==> config.mk <==
export PLATFORM = sky130hd
export DESIGN_NAME = seq_alu_bcd
export DESIGN_NICKNAME = d
export VERILOG_FILES = /design/src/rtl/alu_pkg.sv /design/src/rtl/bcd_dabble_seq.sv /design/src/rtl/seq_alu_bcd.sv
export SDC_FILE = /design/constraint.sdc
export NUM_CORES = 1
export LEC_CHECK = 0
export BUFFER_PORTS_ARGS = -buffer_cell sky130_fd_sc_hd__buf_2
export CELL_PAD_IN_SITES_DETAIL_PLACEMENT = 0
export CELL_PAD_IN_SITES_GLOBAL_PLACEMENT = 1
export CORE_MARGIN = 5
export CORE_UTILIZATION = 30
export DETAILED_ROUTE_END_ITERATION = 10
export GPL_ROUTABILITY_DRIVEN = 0
export GPL_TIMING_DRIVEN = 0
export PLACE_DENSITY_LB_ADDON = 0.1
export SETUP_SLACK_MARGIN = 0.5
export SYNTH_ARGS = -nofsm -noshare
export SYNTH_HDL_FRONTEND = slang
export SYNTH_SLANG_ARGS = --single-unit
==> constraint.sdc <==
create_clock -name clk -period 6.5 [get_ports clk]
set_input_delay 0.325 -clock clk [delete_from_list [all_inputs] [get_ports clk]]
set_output_delay 0.325 -clock clk [all_outputs]
set_load 0.1 [all_outputs]
==> src/rtl/alu_pkg.sv <==
// ============================================================================
// Module      : alu_pkg
// Description : Shared types and helpers for the sequential ALU with BCD path.
// Revision    : 1.0 - initial release
// ============================================================================
`default_nettype none

package alu_pkg;

    typedef enum logic [2:0] {
        OP_ADD  = 3'd0,
        OP_SUB  = 3'd1,
        OP_MUL  = 3'd2,
        OP_AND  = 3'd3,
        OP_OR   = 3'd4,
        OP_XOR  = 3'd5,
        OP_ILL6 = 3'd6,
        OP_ILL7 = 3'd7
    } op_e;

    typedef enum logic [1:0] {
        SCR_OP     = 2'd0,
        SCR_A      = 2'd1,
        SCR_B      = 2'd2,
        SCR_RESULT = 2'd3
    } scr_e;

    typedef enum logic [1:0] {
        ST_IDLE = 2'd0,
        ST_EXEC = 2'd1,
        ST_CONV = 2'd2,
        ST_DONE = 2'd3
    } state_e;

    // ceil(bits * log10(2)); log10(2) ~ 0.30103 and the product is never integral
    function automatic int bcd_digits(input int bits);
        return (bits * 30103 + 99999) / 100000;
    endfunction

endpackage

`default_nettype wire

==> src/rtl/bcd_dabble_seq.sv <==
// ============================================================================
// Module      : bcd_dabble_seq
// Description : Sequential double-dabble converter, one bit per clock.
// Revision    : 1.0 - initial release
// ============================================================================
`default_nettype none

module bcd_dabble_seq #(
    parameter int BITS = 8,
    parameter int NDIG = 3
) (
    input  logic                clk,
    input  logic                rst,
    input  logic                start,
    input  logic [BITS-1:0]     din,
    output logic                done,
    output logic [4*NDIG-1:0]   bcd
);

    localparam int CW = $clog2(BITS + 1);
    localparam logic [CW-1:0] C_LAST = CW'(BITS - 1);

    logic [4*NDIG-1:0] r_dig;
    logic [4*NDIG-1:0] w_adj;
    logic [BITS-1:0]   r_bin;
    logic [CW-1:0]     r_cnt;
    logic              r_busy;
    logic              r_done;

    genvar gi;
    for (gi = 0; gi < NDIG; gi++) begin : g_adj
        assign w_adj[4*gi +: 4] = (r_dig[4*gi +: 4] >= 4'd5) ? r_dig[4*gi +: 4] + 4'd3
                                                             : r_dig[4*gi +: 4];
    end

    always_ff @(posedge clk) begin
        if (rst) begin
            r_dig  <= '0;
            r_bin  <= '0;
            r_cnt  <= '0;
            r_busy <= 1'b0;
            r_done <= 1'b0;
        end else begin
            r_done <= 1'b0;
            if (start) begin
                r_dig  <= '0;
                r_bin  <= din;
                r_cnt  <= '0;
                r_busy <= 1'b1;
            end else if (r_busy) begin
                r_dig <= {w_adj[4*NDIG-2:0], r_bin[BITS-1]};
                r_bin <= r_bin << 1;
                r_cnt <= r_cnt + CW'(1);
                if (r_cnt == C_LAST) begin
                    r_busy <= 1'b0;
                    r_done <= 1'b1;
                end
            end
        end
    end

    assign done = r_done;
    assign bcd  = r_dig;

endmodule

`default_nettype wire

==> src/rtl/seq_alu_bcd.sv <==
// ============================================================================
// Module      : seq_alu_bcd
// Description : Handshaked ALU (add/sub/mul/and/or/xor) with BCD display path.
//               ALU_COMB_MUL_EN selects a single-cycle multiplier array.
// Revision    : 1.0 - initial release
// ============================================================================
`default_nettype none

module seq_alu_bcd
    import alu_pkg::*;
#(
    parameter  int WIDTH = 4,
    localparam int NDIG  = bcd_digits(2 * WIDTH)
) (
    input  logic                 clk,
    input  logic                 rst,
    input  logic                 in_valid,
    output logic                 in_ready,
    input  logic [2:0]           opcode,
    input  logic [WIDTH-1:0]     a,
    input  logic [WIDTH-1:0]     b,
    input  logic                 carry_in,
    input  logic [1:0]           screen,
    output logic                 out_valid,
    input  logic                 out_ready,
    output logic [2*WIDTH-1:0]   result,
    output logic [4*NDIG-1:0]    bcd,
    output logic                 carry_out,
    output logic                 overflow,
    output logic                 error
);

    localparam int RW = 2 * WIDTH;
    localparam int MSB = WIDTH - 1;

    state_e           r_state;
    op_e              r_op;
    scr_e             r_scr;
    logic [WIDTH-1:0] r_a;
    logic [WIDTH-1:0] r_b;
    logic             r_cin;
    logic [RW-1:0]    r_result;
    logic             r_cout;
    logic             r_ovf;
    logic             r_err;

    logic [WIDTH:0]   w_sum;
    logic [WIDTH:0]   w_dif;
    logic [RW-1:0]    w_mul;
    logic [RW-1:0]    w_res;
    logic             w_cout;
    logic             w_ovf;
    logic             w_err;
    logic [RW-1:0]    w_disp;
    logic             w_exec_last;
    logic             w_dab_start;
    logic             w_dab_done;

    assign w_sum = {1'b0, r_a} + {1'b0, r_b} + {{WIDTH{1'b0}}, r_cin};
    assign w_dif = {1'b0, r_a} - {1'b0, r_b} - {{WIDTH{1'b0}}, r_cin};

`ifdef ALU_COMB_MUL_EN
    assign w_mul       = RW'(r_a) * RW'(r_b);
    assign w_exec_last = 1'b1;
`else
    localparam int MCW = $clog2(WIDTH + 1);
    localparam logic [MCW-1:0] C_MUL_LAST = MCW'(WIDTH - 1);

    logic [RW-1:0]    r_acc;
    logic [RW-1:0]    r_mcand;
    logic [WIDTH-1:0] r_mplier;
    logic [MCW-1:0]   r_mcnt;

    // one partial product per EXEC cycle; w_mul is the running sum including this cycle's term
    assign w_mul       = r_acc + (r_mplier[0] ? r_mcand : '0);
    assign w_exec_last = (r_op != OP_MUL) || (r_mcnt == C_MUL_LAST);

    always_ff @(posedge clk) begin
        if (rst) begin
            r_acc    <= '0;
            r_mcand  <= '0;
            r_mplier <= '0;
            r_mcnt   <= '0;
        end else if (r_state == ST_IDLE && in_valid) begin
            r_acc    <= '0;
            r_mcand  <= RW'(a);
            r_mplier <= b;
            r_mcnt   <= '0;
        end else if (r_state == ST_EXEC) begin
            r_acc    <= w_mul;
            r_mcand  <= r_mcand << 1;
            r_mplier <= r_mplier >> 1;
            r_mcnt   <= r_mcnt + MCW'(1);
        end
    end
`endif

    always_comb begin
        w_res  = '0;
        w_cout = 1'b0;
        w_ovf  = 1'b0;
        w_err  = 1'b0;
        case (r_op)
            OP_ADD: begin
                w_res  = {{WIDTH{1'b0}}, w_sum[WIDTH-1:0]};
                w_cout = w_sum[WIDTH];
                w_ovf  = (r_a[MSB] == r_b[MSB]) && (w_sum[MSB] != r_a[MSB]);
            end
            OP_SUB: begin
                w_res  = {{WIDTH{1'b0}}, w_dif[WIDTH-1:0]};
                w_cout = w_dif[WIDTH];
                w_ovf  = (r_a[MSB] != r_b[MSB]) && (w_dif[MSB] != r_a[MSB]);
            end
            OP_MUL:  w_res = w_mul;
            OP_AND:  w_res = {{WIDTH{1'b0}}, r_a & r_b};
            OP_OR:   w_res = {{WIDTH{1'b0}}, r_a | r_b};
            OP_XOR:  w_res = {{WIDTH{1'b0}}, r_a ^ r_b};
            default: w_err = 1'b1;
        endcase
    end

    always_comb begin
        w_disp = '0;
        case (r_scr)
            SCR_OP:     w_disp = {{(RW-3){1'b0}}, r_op};
            SCR_A:      w_disp = {{WIDTH{1'b0}}, r_a};
            SCR_B:      w_disp = {{WIDTH{1'b0}}, r_b};
            SCR_RESULT: w_disp = w_res;
            default:    w_disp = '0;
        endcase
    end

    assign w_dab_start = (r_state == ST_EXEC) && w_exec_last;

    bcd_dabble_seq #(
        .BITS (RW),
        .NDIG (NDIG)
    ) u_dabble (
        .clk   (clk),
        .rst   (rst),
        .start (w_dab_start),
        .din   (w_disp),
        .done  (w_dab_done),
        .bcd   (bcd)
    );

    always_ff @(posedge clk) begin
        if (rst) begin
            r_state  <= ST_IDLE;
            r_op     <= OP_ADD;
            r_scr    <= SCR_OP;
            r_a      <= '0;
            r_b      <= '0;
            r_cin    <= 1'b0;
            r_result <= '0;
            r_cout   <= 1'b0;
            r_ovf    <= 1'b0;
            r_err    <= 1'b0;
        end else begin
            case (r_state)
                ST_IDLE: if (in_valid) begin
                    r_op    <= op_e'(opcode);
                    r_scr   <= scr_e'(screen);
                    r_a     <= a;
                    r_b     <= b;
                    r_cin   <= carry_in;
                    r_state <= ST_EXEC;
                end
                ST_EXEC: if (w_exec_last) begin
                    r_result <= w_res;
                    r_cout   <= w_cout;
                    r_ovf    <= w_ovf;
                    r_err    <= w_err;
                    r_state  <= ST_CONV;
                end
                ST_CONV: if (w_dab_done) r_state <= ST_DONE;
                ST_DONE: if (out_ready) r_state <= ST_IDLE;
                default: r_state <= ST_IDLE;
            endcase
        end
    end

    assign in_ready  = (r_state == ST_IDLE);
    assign out_valid = (r_state == ST_DONE);
    assign result    = r_result;
    assign carry_out = r_cout;
    assign overflow  = r_ovf;
    assign error     = r_err;

endmodule

`default_nettype wire

=== Word-level counts from Yosys, hierarchy flattened ===
Cells that the tools add are included.

* Flip-flop bits (word level): 76
* Bits in latches: 0
* Memory bits (writable): 0
* Memory bits (read-only): 0
* Output and inout bits: 25
* Word-level logic and storage cells: 100
* Memories kept: 0

* Add/subtract/negate cells: 10
* $mul: 0
* Divide/modulo/power cells: 0
* Magnitude comparators: 3
* Equality and inequality tests: 22
* Shift operators: 0
* Muxes and demuxes: 24
* Bitwise operators: 4
* Reductions and logical operators: 17

{| class="wikitable"
|+ Operators with widths
! kind !! number
|-
| one-hot mux 8 bit (6 select lines) || 1
|-
| one-hot mux 8 bit (4 select lines) || 1
|-
| two-way mux 4 bit || 6
|-
| two-way mux 8 bit || 3
|-
| greater-or-equal comparator 4 x 3 -> 1 bit (second input constant) || 3
|-
| == test 3 x 2 -> 1 bit (second input constant) || 3
|-
| adder 4 x 2 -> 4 bit (second input constant) || 2
|-
| adder 8 bit || 1
|-
| == test 2 bit (second input constant) || 4
|-
| two-way mux 2 bit || 4
|-
| one-hot mux 2 bit (4 select lines) || 1
|-
| == test 3 bit (second input constant) || 2
|-
| OR reduction 6 bit || 1
|-
| adder 4 x 4 -> 5 bit || 1
|-
| adder 5 x 1 -> 5 bit || 1
|-
| two-way mux 1 bit || 5
|-
| subtractor 4 x 4 -> 5 bit || 1
|-
| subtractor 5 x 1 -> 5 bit || 1
|-
| adder 4 x 1 -> 4 bit (second input constant) || 1
|-
| bitwise AND 4 bit || 1
|-
| == test 2 x 1 -> 1 bit (second input constant) || 2
|-
| == test 4 x 3 -> 1 bit (second input constant) || 1
|-
| logical AND 1 bit || 4
|-
| zero test 2 bit || 2
|-
| 20 further kinds || 28
|}

=== Depth between registers and ports, before layout ===
* Word-level depth: 5
* Mapped depth: 9
* Depth with buffers taken out: 9

=== Cells and area by module ===
Synthesis repeated with hierarchy kept, for this count alone.

* Cell total of the unflattened synthesis: 541
* Area total of the unflattened synthesis: 4625.7 um^2

{| class="wikitable"
|+ Modules (own cells, without submodules)
! module !! times used !! cells each !! area each (um^2) !! sequential area each (um^2)
|-
| seq_alu_bcd || 1 || 385 || 3218.1 || 1001.0
|-
| bcd_dabble_seq || 1 || 156 || 1407.6 || 520.5
|}

=== Worst setup path before layout ===
OpenSTA, ideal clock, no wires.

* Path type: register to register
* Start point: reg r_a[0]
* End point: reg u_dabble.r_bin[1]
* Library setup time: 0.112 ns
* Arrival time: 2.282 ns
* Path slack: 4.105 ns
* Cell stages (with the launch flop): 9
* Buffers on the path: 0
* Period minus slack after synthesis: 2.395 ns
* Path through: dfxtp_1 > fa_1 > inv_1 > fa_1 > mux2_1 > o21a_1 > o22ai_1 > o22ai_1 > a2111oi_1

* Word-level cells in the longest chain between the ends: 5

{| class="wikitable"
|+ Ends and longest elaborated chain
! element !! line !! RTL
|-
| from (decl) || seq_alu_bcd.sv:39 || <nowiki>logic [WIDTH-1:0] r_a;</nowiki>
|-
| from (signal assigned) || seq_alu_bcd.sv:152 || <nowiki>r_a <= '0;</nowiki>
|-
| from (signal assigned) || seq_alu_bcd.sv:164 || <nowiki>r_a <= a;</nowiki>
|-
| subtractor 4 x 4 -> 5 bit / adder 4 x 4 -> 5 bit (equally long branches) || seq_alu_bcd.sv:60, seq_alu_bcd.sv:59 ||
|-
| subtractor 5 x 1 -> 5 bit / adder 5 x 1 -> 5 bit (equally long branches) || seq_alu_bcd.sv:60, seq_alu_bcd.sv:59 ||
|-
| one-hot mux 8 bit (6 select lines) * || seq_alu_bcd.sv:103 || <nowiki>case (r_op)</nowiki>
|-
| one-hot mux 8 bit (4 select lines) * || seq_alu_bcd.sv:124 || <nowiki>case (r_scr)</nowiki>
|-
| two-way mux 8 bit * || bcd_dabble_seq.sv:45 || <nowiki>if (start) begin</nowiki>
|-
| to (signal assigned) || bcd_dabble_seq.sv:47 || <nowiki>r_bin <= din;</nowiki>
|-
| to (signal assigned) || bcd_dabble_seq.sv:52 || <nowiki>r_bin <= r_bin << 1;</nowiki>
|-
| to (decl) || bcd_dabble_seq.sv:25 || <nowiki>logic [BITS-1:0] r_bin;</nowiki>
|}

Every way passes the cells marked *; elsewhere a longest branch is shown, timed or not.
A chain may end at the register's enable or synchronous reset.

=== Final worst setup path ===
* Start point: reg r_mplier[0]
* End point: reg u_dabble.r_bin[1]

* Word-level cells in the longest chain between the ends: 5

{| class="wikitable"
|+ Ends and longest elaborated chain
! element !! line !! RTL
|-
| from (decl) || seq_alu_bcd.sv:71 || <nowiki>logic [WIDTH-1:0] r_mplier;</nowiki>
|-
| from (signal assigned) || seq_alu_bcd.sv:92 || <nowiki>r_mplier <= r_mplier >> 1;</nowiki>
|-
| two-way mux 8 bit || seq_alu_bcd.sv:75 || <nowiki>assign w_mul = r_acc + (r_mplier[0] ? r_mcand : '0);</nowiki>
|-
| adder 8 bit || seq_alu_bcd.sv:75 ||
|-
| one-hot mux 8 bit (6 select lines) || seq_alu_bcd.sv:103 ||
|-
| one-hot mux 8 bit (4 select lines) || seq_alu_bcd.sv:124 ||
|-
| two-way mux 8 bit || bcd_dabble_seq.sv:45 ||
|}

No other way between the ends.

==> results.json <==
{
  "clk-insertion-delay-late_ps": 340,
  "dp_hpwl_um": 9400,
  "synthFlopType": "dfxtp_1",
  "skew_ps": 6.58,
  "num_antenna_cells": 0,
  "grt_max_degree": 14,
  "grt_pass1_wl_um": 20400,
  "power_mw": 2.01,
  "worst_pin_slew_ps": 666,
  "slew_viol_final": 0,
  "finalSetupViolCount": 0,
  "cts.clk_slew.worst_paths_ps": 60,
  "hp-class": "in2reg",
  "numPortBuffers": 42,
  "hold_viol": 0,
  "grt_pass1_vias": 3742,
  "reg2reg_from": "r_mplier[0]",
  "rrSetupSlack_ps": 3730,
  "ys_warn_count": 0,
  "ys_seq_area_share_pct": 34.0,
  "crit_end": "u_dabble.r_bin[1]",
  "synthArstFlopShare_pct": 0,
  "clkSinkCount": 76,
  "initialDrtViolationCount": 138,
  "rows": 44,
  "layout-drive-gt1-share_pct": 14.2,
  "synth_edf_count": 0,
  "cts_hold_buf": 0,
  "synth_cells": 534,
  "critPathKind": "reg2reg",
  "final.setup.tns_ps": 0,
  "worstReg2RegEnd": "u_dabble.r_bin[1]",
  "nNetsFinal": 644,
  "dieArea_um2": 17400,
  "cp_slowest_stage_delay_ps": 510,
  "synth_cell_type_count": 63,
  "cts_buffer_depth": 2,
  "crit_path_frequent_cell": "o22ai_1",
  "cap_violations": 0,
  "met2_length_um": 5570,
  "grt_use_total_pct": 14.5,
  "crit_start": "r_mplier[0]",
  "p_int_mw": 1.19,
  "avgSynthCellArea_um2": 8.37,
  "yosys_register_bits": 76,
  "htreeDepth": 3,
  "switching_power_mw": 0.824,
  "routed_wl_um": 12400,
  "core_area_um2": 14600,
  "dp.cells": 760,
  "wl_per_cell_um": 16.0,
  "p_leak_nw": 2.14,
  "initial_core_util_pct": 30.6,
  "rsz0062_at_grt": "no",
  "p_per_area_nw_per_um2": 384,
  "p_seq_share_pct": 30.4,
  "path_cells": "and2_1 -> ha_1 -> inv_1 -> fa_1 -> mux2_1 -> o21a_1 -> o22ai_1 -> o22ai_1 -> a2111oi_1",
  "drtPass1Iterations": 4,
  "cts_resized": 0,
  "critPathSlowestCell": "fa_1",
  "synth_area_um2": 4470,
  "drc": 0,
  "ir_drop_uv": 160,
  "antenna_left": 0,
  "antenna_found_initial": 0,
  "finalNonFillerCells": 776,
  "min_period_ps": 2770,
  "wl_met3_um": 453,
  "fillCellCount": 1556,
  "status": "complete, no violations",
  "syn_nets": 591,
  "endpoint_kind": "register",
  "slew_headroom_pct": 55.6,
  "fin_crit_sh_pct": 42.6,
  "fmax_mhz": 361,
  "die_w_um": 132,
  "ff2ff_path_depth": 9,
  "top_layer_used": "met4",
  "vias_per_cell": 4.95,
  "cts_buffers": 9,
  "netSwitchingFraction_pct": 40.9,
  "arrival_ps": 3000,
  "postCtsSetupRepairBufs": 0,
  "pwr-share-comb_pct": 41.7,
  "grt_overflow_total": 0,
  "cp-start-kind": "register",
  "cts_tree": "done",
  "required_ps": 6730,
  "drt-met1-wl_um": 6300,
  "crit_fanout": 9,
  "io-pin-count": 43,
  "ctsRootBufferMaster": "clkbuf_16",
  "vias": 3841,
  "pwr-share-clk_pct": 28.0,
  "area_growth_pct": 17.4,
  "die_y_um": 132
}
## cell families (layout without fill, tap and decap cells)
group / Yosys count / count (layout) / share of synthesized area [%]
muxes: 31 / 31 / 7.45
and+or+nand+nor: 188 / 188 / 20.0
AOI/OAI and AO/OA: 122 / 122 / 17.8
adders and majority gates: 39 / 39 / 11.8
xor gates and xnor gates: 14 / 14 / 2.74
DFF: 76 / 76 / 34.0
buffers and inverters: 64 / 122 / 6.13
## power by group through the flow
stage	registers [mW]	clock network, mW	logic [mW]
floorplan	0.679	0	0.574
global placement	0.620	0	0.841
detailed placement	0.623	0	0.848
CTS	0.612	0.582	0.851
global route	0.624	0.600	0.933
finish	0.611	0.563	0.838
## cell type report
type | instances | area (um^2) | area share (%)
inverter | 34 | 128 | 2.43
timing repair buffer | 42 | 210 | 4.01
buffer | 30 | 146 | 2.79
tap | 184 | 230 | 4.39
sequential | 76 | 1520 | 29.0
clock buffer | 11 | 253 | 4.82
multi-input combinational | 394 | 2670 | 51.0
clock inverter | 5 | 83.8 | 1.60
## per-stage QoR
step | worst slack [ps] | area (um^2) | util [%] | hold slack [ps]
after floorplan | 4110 | 4470 | - | 433
after global placement | 3700 | 4910 | 33.7 | 447
after detailed placement | 3710 | 4910 | 33.7 | 448
after CTS | 3700 | 5250 | 36.0 | 208
after global routing | 3490 | 5250 | 36.0 | 219
final | 3730 | 5250 | 36.0 | 223
## metal layers
layer / track usage, % / up-vias
li1: - / 1958
met1: 20.2 / 1813
met2: 22.3 / 64
met3: 3.28 / 6
met4: 4.74 / 0
met5: 0 / -
## worst max-delay path: cells and delay by family (launching register included)
kind	cells	cell delay, ps
compound gates	4	960
fa+ha+maj	2	680
buf+inv	1	60
flops	1	490
mux	1	320
simple gates	1	180
## synth_stat cells (8+ instances only)
library cell  number  area (um^2)
dfxtp_1           76         1520
nand2_1           64          240
nor2_1            48          180
a21oi_1           46          230
ha_1              34          425
inv_1             33          124
mux2i_1           22          220
clkbuf_1          17         63.8
nor3_1            14         70.1
o21ai_0           14         70.1
nor2b_1           12         75.1
a211oi_1           9         67.6
and2_1             9         56.3
buf_2              9         45.0
nand2b_1           9         56.3
nand3_1            9         45.0
o21a_1             8         60.1
xnor2_1            8         70.1
## state kept, by name (all words and copies together), names as in the netlist
signal	flops
u_dabble.bcd	12
r_acc	8
r_mcand	8
result	8
u_dabble.r_bin	8
r_a	4
r_b	4
r_mplier	4
u_dabble.r_cnt	4
r_mcnt	3
r_op	3
r_scr	2
r_state	2
carry_out	1
error	1
overflow	1
r_cin	1
u_dabble.done	1
u_dabble.r_busy	1
## how the worst min path moves through the flow
| stage | cells past startpoint | startpoint | slack [ps] | end |
|---|---|---|---|---|
| 2_1_floorplan | 2 | r_mplier[3] | 430 | r_mplier[3] |
| 3_3_place_gp | 2 | carry_out | 450 | carry_out |
| 3_5_place_dp | 2 | carry_out | 450 | carry_out |
| 4_1_cts | 3 | carry_in | 210 | r_cin |
| 5_1_grt | 3 | opcode[0] | 220 | r_op[0] |
| 6_report | 3 | opcode[0] | 220 | r_op[0] |
## placed cells by master (no fill, tap or decap), types with 12 or more instances in the layout
cell type,instances
nor3_1,14
nand2_1,64
buf_2,51
mux2i_1,22
nor2b_1,12
nor2_1,48
o21ai_0,14
ha_1,34
clkbuf_1,17
inv_1,33
a21oi_1,46
dfxtp_1,76
No activity file was read; power rests on OpenSTA's default activity.
